$ cat src/rtl/filter_core_pkg.sv
// Shared types for filter_core_sel: FSM state encoding, soft-start shift table, mode-code helpers.
// The RAMP state and its shift table exist only when FILTER_CORE_SOFT_START_EN is defined.
package filter_core_pkg;

`ifdef FILTER_CORE_SOFT_START_EN
    typedef enum logic [1:0] {
        ST_OFF    = 2'd0,
        ST_SETTLE = 2'd1,
        ST_RUN    = 2'd2,
        ST_RAMP   = 2'd3
    } fc_state_e;

    // Right-shift applied on the 1st..4th strobe of RAMP.
    localparam logic [1:0] RAMP_SHIFT [4] = '{2'd3, 2'd2, 2'd1, 2'd0};
`else
    typedef enum logic [1:0] {
        ST_OFF    = 2'd0,
        ST_SETTLE = 2'd1,
        ST_RUN    = 2'd2
    } fc_state_e;
`endif

    // Mode codes: 0..nch-1 are channels, nch is bypass, nch+1 and above are off.
    function automatic int unsigned mode_bypass(input int unsigned nch);
        return nch;
    endfunction

    function automatic int unsigned mode_off(input int unsigned nch);
        return nch + 1;
    endfunction

endpackage

$ cat src/rtl/fcore_ramp.sv
// Shift-gain stage for the soft-start ramp: arithmetic right shift keeps the sample's sign.
module fcore_ramp #(
    parameter int DW = 12
) (
    input  logic signed [DW-1:0] sample_i,
    input  logic [1:0]           shift_i,
    output logic signed [DW-1:0] sample_o
);
    assign sample_o = sample_i >>> shift_i;
endmodule

$ cat src/rtl/filter_core_sel.sv
// Filter channel selector: picks one of NCH filter outputs, bypass or off, and discards SETTLE strobes
// after a channel switch. Define FILTER_CORE_SOFT_START_EN to add a 4-strobe RAMP before RUN.
module filter_core_sel
    import filter_core_pkg::*;
#(
    parameter int DW     = 12,
    parameter int NCH    = 3,
    parameter int SETTLE = 32,
    parameter int MW     = 2
) (
    input  logic                        clk,
    input  logic                        rst,
    input  logic                        f_s,
    input  logic [MW-1:0]               mode_sel,
    input  logic signed [DW-1:0]        din,
    input  logic [NCH*DW-1:0]           fin,
    output logic [NCH-1:0]              en_o,
    output logic signed [DW-1:0]        dout,
    output logic                        dout_vld,
    output logic                        busy,
    output logic [1:0]                  state_o,
    output logic [$clog2(SETTLE+1)-1:0] cnt_o
);
    localparam int              CW         = $clog2(SETTLE + 1);
    localparam logic [MW-1:0]   MODE_BYP   = MW'(mode_bypass(NCH));
    localparam logic [MW:0]     MODE_OFF_X = (MW + 1)'(mode_off(NCH));

    fc_state_e            state_q, state_d;
    logic [MW-1:0]        mode_q;
    logic                 first_q;
    logic [CW-1:0]        cnt_q, cnt_d;
    logic [NCH-1:0]       en_q, en_d;
    logic signed [DW-1:0] dout_q, dout_d;
    logic                 vld_q, vld_d;
    logic signed [DW-1:0] src;
    logic                 change, is_off, is_byp;

    // first_q forces the first clock after reset to count as a mode change,
    // since mode_q resets to all ones which may itself be a legal code.
    assign change = first_q || (mode_sel != mode_q);
    assign is_off = {1'b0, mode_sel} >= MODE_OFF_X;
    assign is_byp = (mode_sel == MODE_BYP);

    always_comb begin
        src = din;
        for (int k = 0; k < NCH; k++) begin
            if (mode_q == MW'(k)) src = fin[k*DW +: DW];
        end
    end

`ifdef FILTER_CORE_SOFT_START_EN
    logic signed [DW-1:0] ramp_val;

    fcore_ramp #(.DW(DW)) u_ramp (
        .sample_i (src),
        .shift_i  (RAMP_SHIFT[cnt_q[1:0]]),
        .sample_o (ramp_val)
    );
`endif

    always_ff @(posedge clk or posedge rst) begin
        if (rst) begin
            state_q <= ST_OFF;
            mode_q  <= '1;
            first_q <= 1'b1;
            cnt_q   <= '0;
            en_q    <= '0;
            dout_q  <= '0;
            vld_q   <= 1'b0;
        end else begin
            state_q <= state_d;
            mode_q  <= mode_sel;
            first_q <= 1'b0;
            cnt_q   <= cnt_d;
            en_q    <= en_d;
            dout_q  <= dout_d;
            vld_q   <= vld_d;
        end
    end

    always_comb begin
        state_d = state_q;
        cnt_d   = cnt_q;
        en_d    = en_q;
        dout_d  = dout_q;
        vld_d   = 1'b0;
        if (change) begin
            // A coinciding strobe is swallowed: no count, no output pulse.
            cnt_d  = '0;
            dout_d = '0;
            en_d   = '0;
            if (is_off) begin
                state_d = ST_OFF;
            end else if (is_byp) begin
                state_d = ST_RUN;
            end else begin
                state_d = ST_SETTLE;
                for (int k = 0; k < NCH; k++) en_d[k] = (mode_sel == MW'(k));
            end
        end else if (f_s) begin
            vld_d = 1'b1;
            case (state_q)
                ST_SETTLE: begin
                    dout_d = '0;
                    if (cnt_q != CW'(SETTLE)) cnt_d = cnt_q + CW'(1);
                    if (cnt_q >= CW'(SETTLE - 1)) begin
`ifdef FILTER_CORE_SOFT_START_EN
                        state_d = ST_RAMP;
                        cnt_d   = '0;
`else
                        state_d = ST_RUN;
`endif
                    end
                end
`ifdef FILTER_CORE_SOFT_START_EN
                ST_RAMP: begin
                    dout_d = ramp_val;
                    cnt_d  = cnt_q + CW'(1);
                    if (cnt_q[1:0] == 2'd3) begin
                        state_d = ST_RUN;
                        cnt_d   = '0;
                    end
                end
`endif
                ST_RUN:  dout_d = src;
                default: dout_d = '0;
            endcase
        end
    end

`ifdef FILTER_CORE_SOFT_START_EN
    assign busy = (state_q == ST_SETTLE) || (state_q == ST_RAMP);
`else
    assign busy = (state_q == ST_SETTLE);
`endif

    assign en_o     = en_q;
    assign dout     = dout_q;
    assign dout_vld = vld_q;
    assign state_o  = state_q;
    assign cnt_o    = cnt_q;

endmodule

$ cat config.mk
export PLATFORM = sky130hd
export DESIGN_NAME = filter_core_sel
export DESIGN_NICKNAME = d
export VERILOG_FILES = /design/src/rtl/filter_core_pkg.sv /design/src/rtl/fcore_ramp.sv /design/src/rtl/filter_core_sel.sv
export SDC_FILE = /design/constraint.sdc
export NUM_CORES = 1
export LEC_CHECK = 0
export BUFFER_PORTS_ARGS = -buffer_cell sky130_fd_sc_hd__buf_4
export CAP_MARGIN = 40
export CORE_ASPECT_RATIO = 0.7
export CORE_MARGIN = 5
export CORE_UTILIZATION = 42
export CTS_BUF_LIST = sky130_fd_sc_hd__clkbuf_8 sky130_fd_sc_hd__clkbuf_16
export CTS_CLUSTER_DIAMETER = 80
export DETAILED_ROUTE_END_ITERATION = 12
export PLACE_DENSITY = 0.74
export SETUP_SLACK_MARGIN = 0.02
export SLEW_MARGIN = 25
export SYNTH_ARGS = -nofsm -noshare
export SYNTH_HDL_FRONTEND = slang
export SYNTH_SLANG_ARGS = --single-unit
$ cat constraint.sdc
create_clock -name clk -period 3.3 [get_ports clk]
set_input_delay 0.33 -clock clk [delete_from_list [all_inputs] [get_ports clk]]
set_output_delay 0.33 -clock clk [all_outputs]
set_load 0.03 [all_outputs]
After elaboration in Yosys (flattened, before gate mapping). Index checks and enable logic that the tools add are counted.

Bits in registers: 27. Input port bits: 53. Output and inout bits: 25.

Reduce and logical (&&, ||, !) cells: 9. Order comparisons: 1. Multiplexer cells: 18. Eq/ne operators: 9. Add/sub/neg operators: 1.

Operator list (count): 12-bit 2-to-1 mux (6); 6-bit 2-to-1 mux (4); 2-bit 2-to-1 mux (5); 2-bit == test, second input constant (4); 2-bit nonzero test (4); 6-bit by 1-bit adder with 6-bit output, second input constant (1); 2-bit by 1-bit == test with 1-bit output, second input constant (3); 6-bit by 5-bit greater-or-equal comparator with 1-bit output, second input constant (1); 6-bit inequality test, second input constant (1); 3-bit AND reduction (2); 2-bit zero test (2); 3-bit 2-to-1 mux (1); 1-bit 2-to-1 mux (2); 2-bit inequality test (1); 1-bit logical OR (1).

Depth between registers and ports, before layout.
Depth after elaboration: 7. Depth in mapped cells: 6. Depth with buffers taken out: 5.

Worst setup path after synthesis. Ideal clock, no wire load.

Kind: reg2reg. Start point: register mode_q[0]. End point: register dout_q[2] (netlist: dout[2]). Data required time: 3.176 ns. Setup time: 0.124 ns. Slack: 1.753 ns. Arrival time: 1.422 ns. Cell stages (with the launch flop): 6. Cells stage by stage: dfstp_2 -> buf_2 -> buf_4 -> mux2_2 -> a22oi_1 -> a21oi_1.

Word-level cells in the longest chain between the ends: 7. Elaborated cells between the ends (all ways): 12.

RTL lines: start, declared (RTL line filter_core_sel.sv:29) `logic [MW-1:0] mode_q;`; start signal, assigned (RTL line filter_core_sel.sv:72) `mode_q <= mode_sel;`; 2-bit zero test (RTL line filter_core_sel.sv:47) `if (mode_q == MW'(k)) src = fin[k*DW +: DW];`; 12-bit 2-to-1 mux (3 in a row) (RTL line filter_core_sel.sv:47); 12-bit 2-to-1 mux (RTL line filter_core_sel.sv:102) `case (state_q)`; 12-bit 2-to-1 mux (RTL line filter_core_sel.sv:100) `end else if (f_s) begin`; 12-bit 2-to-1 mux (RTL line filter_core_sel.sv:87) `if (change) begin`; end signal, assigned (RTL line filter_core_sel.sv:76) `dout_q <= dout_d;`; end, declared (RTL line filter_core_sel.sv:33) `logic signed [DW-1:0] dout_q, dout_d;`.

Parallel ways exist; a longest one is shown, timed or not. The select of a mux whose other input is x is not followed. A chain may end at the register's enable or synchronous reset.

Worst setup path in the final report.
Start point: register mode_q[0]. End point: register en_q[0] (netlist: en_o[0]).

Word-level cells in the longest chain between the ends: 2.

RTL lines: 2-bit inequality test (RTL line filter_core_sel.sv:40) `assign change = first_q || (mode_sel != mode_q);`; 1-bit logical OR (RTL line filter_core_sel.sv:40); end signal, assigned (RTL line filter_core_sel.sv:75) `en_q <= en_d;`; end, declared (RTL line filter_core_sel.sv:32) `logic [NCH-1:0] en_q, en_d;`.

No other way between the ends.

==> impl_results.md <==
* Final Critical Period at 2.09 ns
* Hold WC Path Type: input pin to async pin
* RSZ-0062 raised after global routing: false
* Required time of the critical path at 3.46 ns
* Clock Skews at 0.00280 ns
* Crit path launch type: flip-flop
* Pre-Repair DR Iteration Count at 5
* I/O Pins at 78
* Vias in the first global route at 1310
* Synth async-reset ratio at 100%
* R2R Setup Slk at 1.21 ns
* # fillers at 324
* Post_cts resized at 0
* GRT Total Usage at 16.0%
* DRC errors left at 0
* Area share of fa/ha/maj cells after synthesis at 1.56%
* Post-route ant nets at 0
* Clk_lat worst skew at 0.27 ns
* Tightest Pin Transition at 0.632 ns
* Routed WL at 4330 um
* Critical path arrival at 2.25 ns
* Worst slew margin at 57.8%
* Synth-to-layout area growth at 40.4%
* Die Wd at 83.9 um
* Outcome: complete, no violations
* Antenna Cells at 0
* Top cells by count, synth: mux2_2, dfrtp_1, nand2_1
* Flops & latches, synth at 27
* Routability cong. at 0.780
* Syn Std Cell Area at 1600 um^2
* Largest family of logic cells by synthesized area: multiplexers
* Worst r2r dst: en_o[0]$_DFFE_PP0N_
* Crit end category: flip-flop
* Core Util, Final at 62.5%
* Initial Utilization at 44.5%
* Register area share after synthesis at 42.4%
* Critical path launch point: mode_q[0]$_DFF_PP1_
* Cell Area, Placed at 2200 um^2
* Largest area contributor in the netlist: dfrtp_1
* H-Tree Depth at 1
* Final period utilization at 63.2%
* Number of cells on the worst reg-to-reg path at 3
* Synth Flop Type: dfrtp_1
* R2r startpoint: mode_q[0]$_DFF_PP1_
* Fmax at 479 MHz
* CTS Hold Bufs at 0
* Compound-cell area share of the yosys netlist at 15.3%
* Multiplexer share of the synthesized area at 20.9%
* Core area at 3600 um^2
* Count leader, synth: mux2_2
* FP Rows at 18
* Critical path peak fanout at 25
* Synth area leaders: dfrtp_1, mux2_2, a22oi_1, dfstp_2, a21oi_1
* Clock-pin slew on the worst setup and hold paths at 0.09 ns
* CTS tree: built
* Synth warn at 0
* Setup Viol. Count Final at 0
* Nets at 280
* Post-synth EDFFs at 0
* Mean post-synth cell area at 10.7 um^2
* Setup Buffers After CTS at 0
* Initial antenna violation count at 0
* Wire length per cell at 15.8 um
* Inserted Clock Buffers at 3
* Leak at 1.02 nW
* Final HPWL from detailed placement at 3430 um
* Slew Viols, Final at 0
* Root Driver: clkbuf_8
* Largest net degree at the start of global routing at 26
* Cell variety after synth at 36
* Global-route wire length before repair at 6600 um
* MaxCap Viol Count at 0
* Fraction of layout cells with a size suffix above 1 at 53.1%
* Synth top area share at 37.4%
* Grt ovf at 0
* Final Instance Area at 2250 um^2
* Post-synthesis simple-gate area fraction at 13.2%
* Clock Path Buffers at 2
* Synth Net Count at 205
* Setup tns final at 0 ns
* Initial drt markers at 100
* Cell count after synthesis at 150
* Die ar. at 5170 um^2
* Max VDD drop at 0.389 mV
* Via count at 1404
* Clock sink total at 27
* Worst setup path category: flip-flop to flip-flop
* Hold Fails Final Rpt at 0
* CP endpoint: en_o[0]$_DFFE_PP0N_
* Via density per instance at 5.12
* Total power per unit cell area at 306 nW/um^2
* Synthesized-area fraction occupied by xor and xnor cells at 1.56%
* Die Ht at 61.7 um
* Buffers on Ports at 77
[worst min-delay path by stage]
| stage | from | endpoint | depth (start not counted) |
|---|---|---|---|
| finish | rst | dout[9]$_DFFE_PP0P_ | 2 |
| global route | mode_sel[1] | mode_q[1]$_DFF_PP1_ | 1 |
| CTS | rst | dout[9]$_DFFE_PP0P_ | 2 |
| detailed placement | rst | dout[9]$_DFFE_PP0P_ | 2 |
| global placement | mode_sel[1] | mode_q[1]$_DFF_PP1_ | 1 |
| floorplan | mode_sel[0] | mode_q[0]$_DFF_PP1_ | 0 |
[worst max-delay path: stages, from the launching register on]
cell,delay [ns]
dfstp_2,0.90
xnor2_2,0.19
nand3_2,0.44
mux2_2,0.44
[cells in the final DEF, fill, tap and decap left out, types with 2 or more instances in the layout]
cell and count:
nand4_1 3, clkbuf_8 3, nor2b_1 3, o21ai_0 3, mux2i_1 2, dfstp_2 3
a22oi_1 12, inv_1 6, nor2_1 2, or3_1 2, nand2_1 16, ha_1 2
a21oi_1 15, mux2_2 28, a311o_1 2, nand3_1 2, a31oi_1 2, dfrtp_1 24
buf_4 77
[routing by layer]
metal	vias to the layer above	wire length [um]	global-route usage (%)
li1	700	-	-
met1	664	2030	23.2
met2	40	2080	25.7
met3	0	213	4.35
met4	0	0	0.688
met5	-	0	0
[cell families (layout without fill, tap and decap cells)]
| logic type | count (synthesis) | count (layout) |
|---|---|---|
| xor+xnor | 2 | 2 |
| mux | 30 | 30 |
| fa+ha+maj | 2 | 2 |
| compound gates | 38 | 38 |
| buf+inv | 14 | 88 |
| other cells | 1 | 1 |
| flops | 27 | 27 |
| simple gates | 36 | 36 |
[area by class of cell]
cell class	instances	area [um^2]	area share [%]
clock buffers	3	41.3	1.83
clock inverters	1	7.51	0.333
inverters	6	22.5	1.00
multi-input cells	109	846	37.6
flip-flops and latches	27	679	30.2
well taps	50	62.6	2.78
repair buffers	78	593	26.3
[registers in the layout, indices dropped and copies added, names as in the netlist]
register and count:
first_q 1, en_o 3, state_o 2, dout_vld 1, mode_q 2, dout 12
cnt_o 6
[where the power goes]
group	internal, mW	switching [mW]	leakage [nW]
Clock	0.0856	0.102	0.0217
Sequential	0.340	0.0128	0.358
Combinational	0.0860	0.0626	0.636
Total	0.512	0.178	1.02
[metrics by stage]
stage                     power, mW  setup WS [ns]  instances  hold slack, ns
after CTS                     0.697           1.21        274           0.151
final                         0.690           1.21        274           0.136
after detailed placement      0.509           1.21        270           0.452
after global placement        0.504           1.24        269           0.481
after global routing          0.724           1.05        274           0.171
after floorplan               0.439           1.75        150           0.334
No activity file was read; power rests on OpenSTA's default activity.
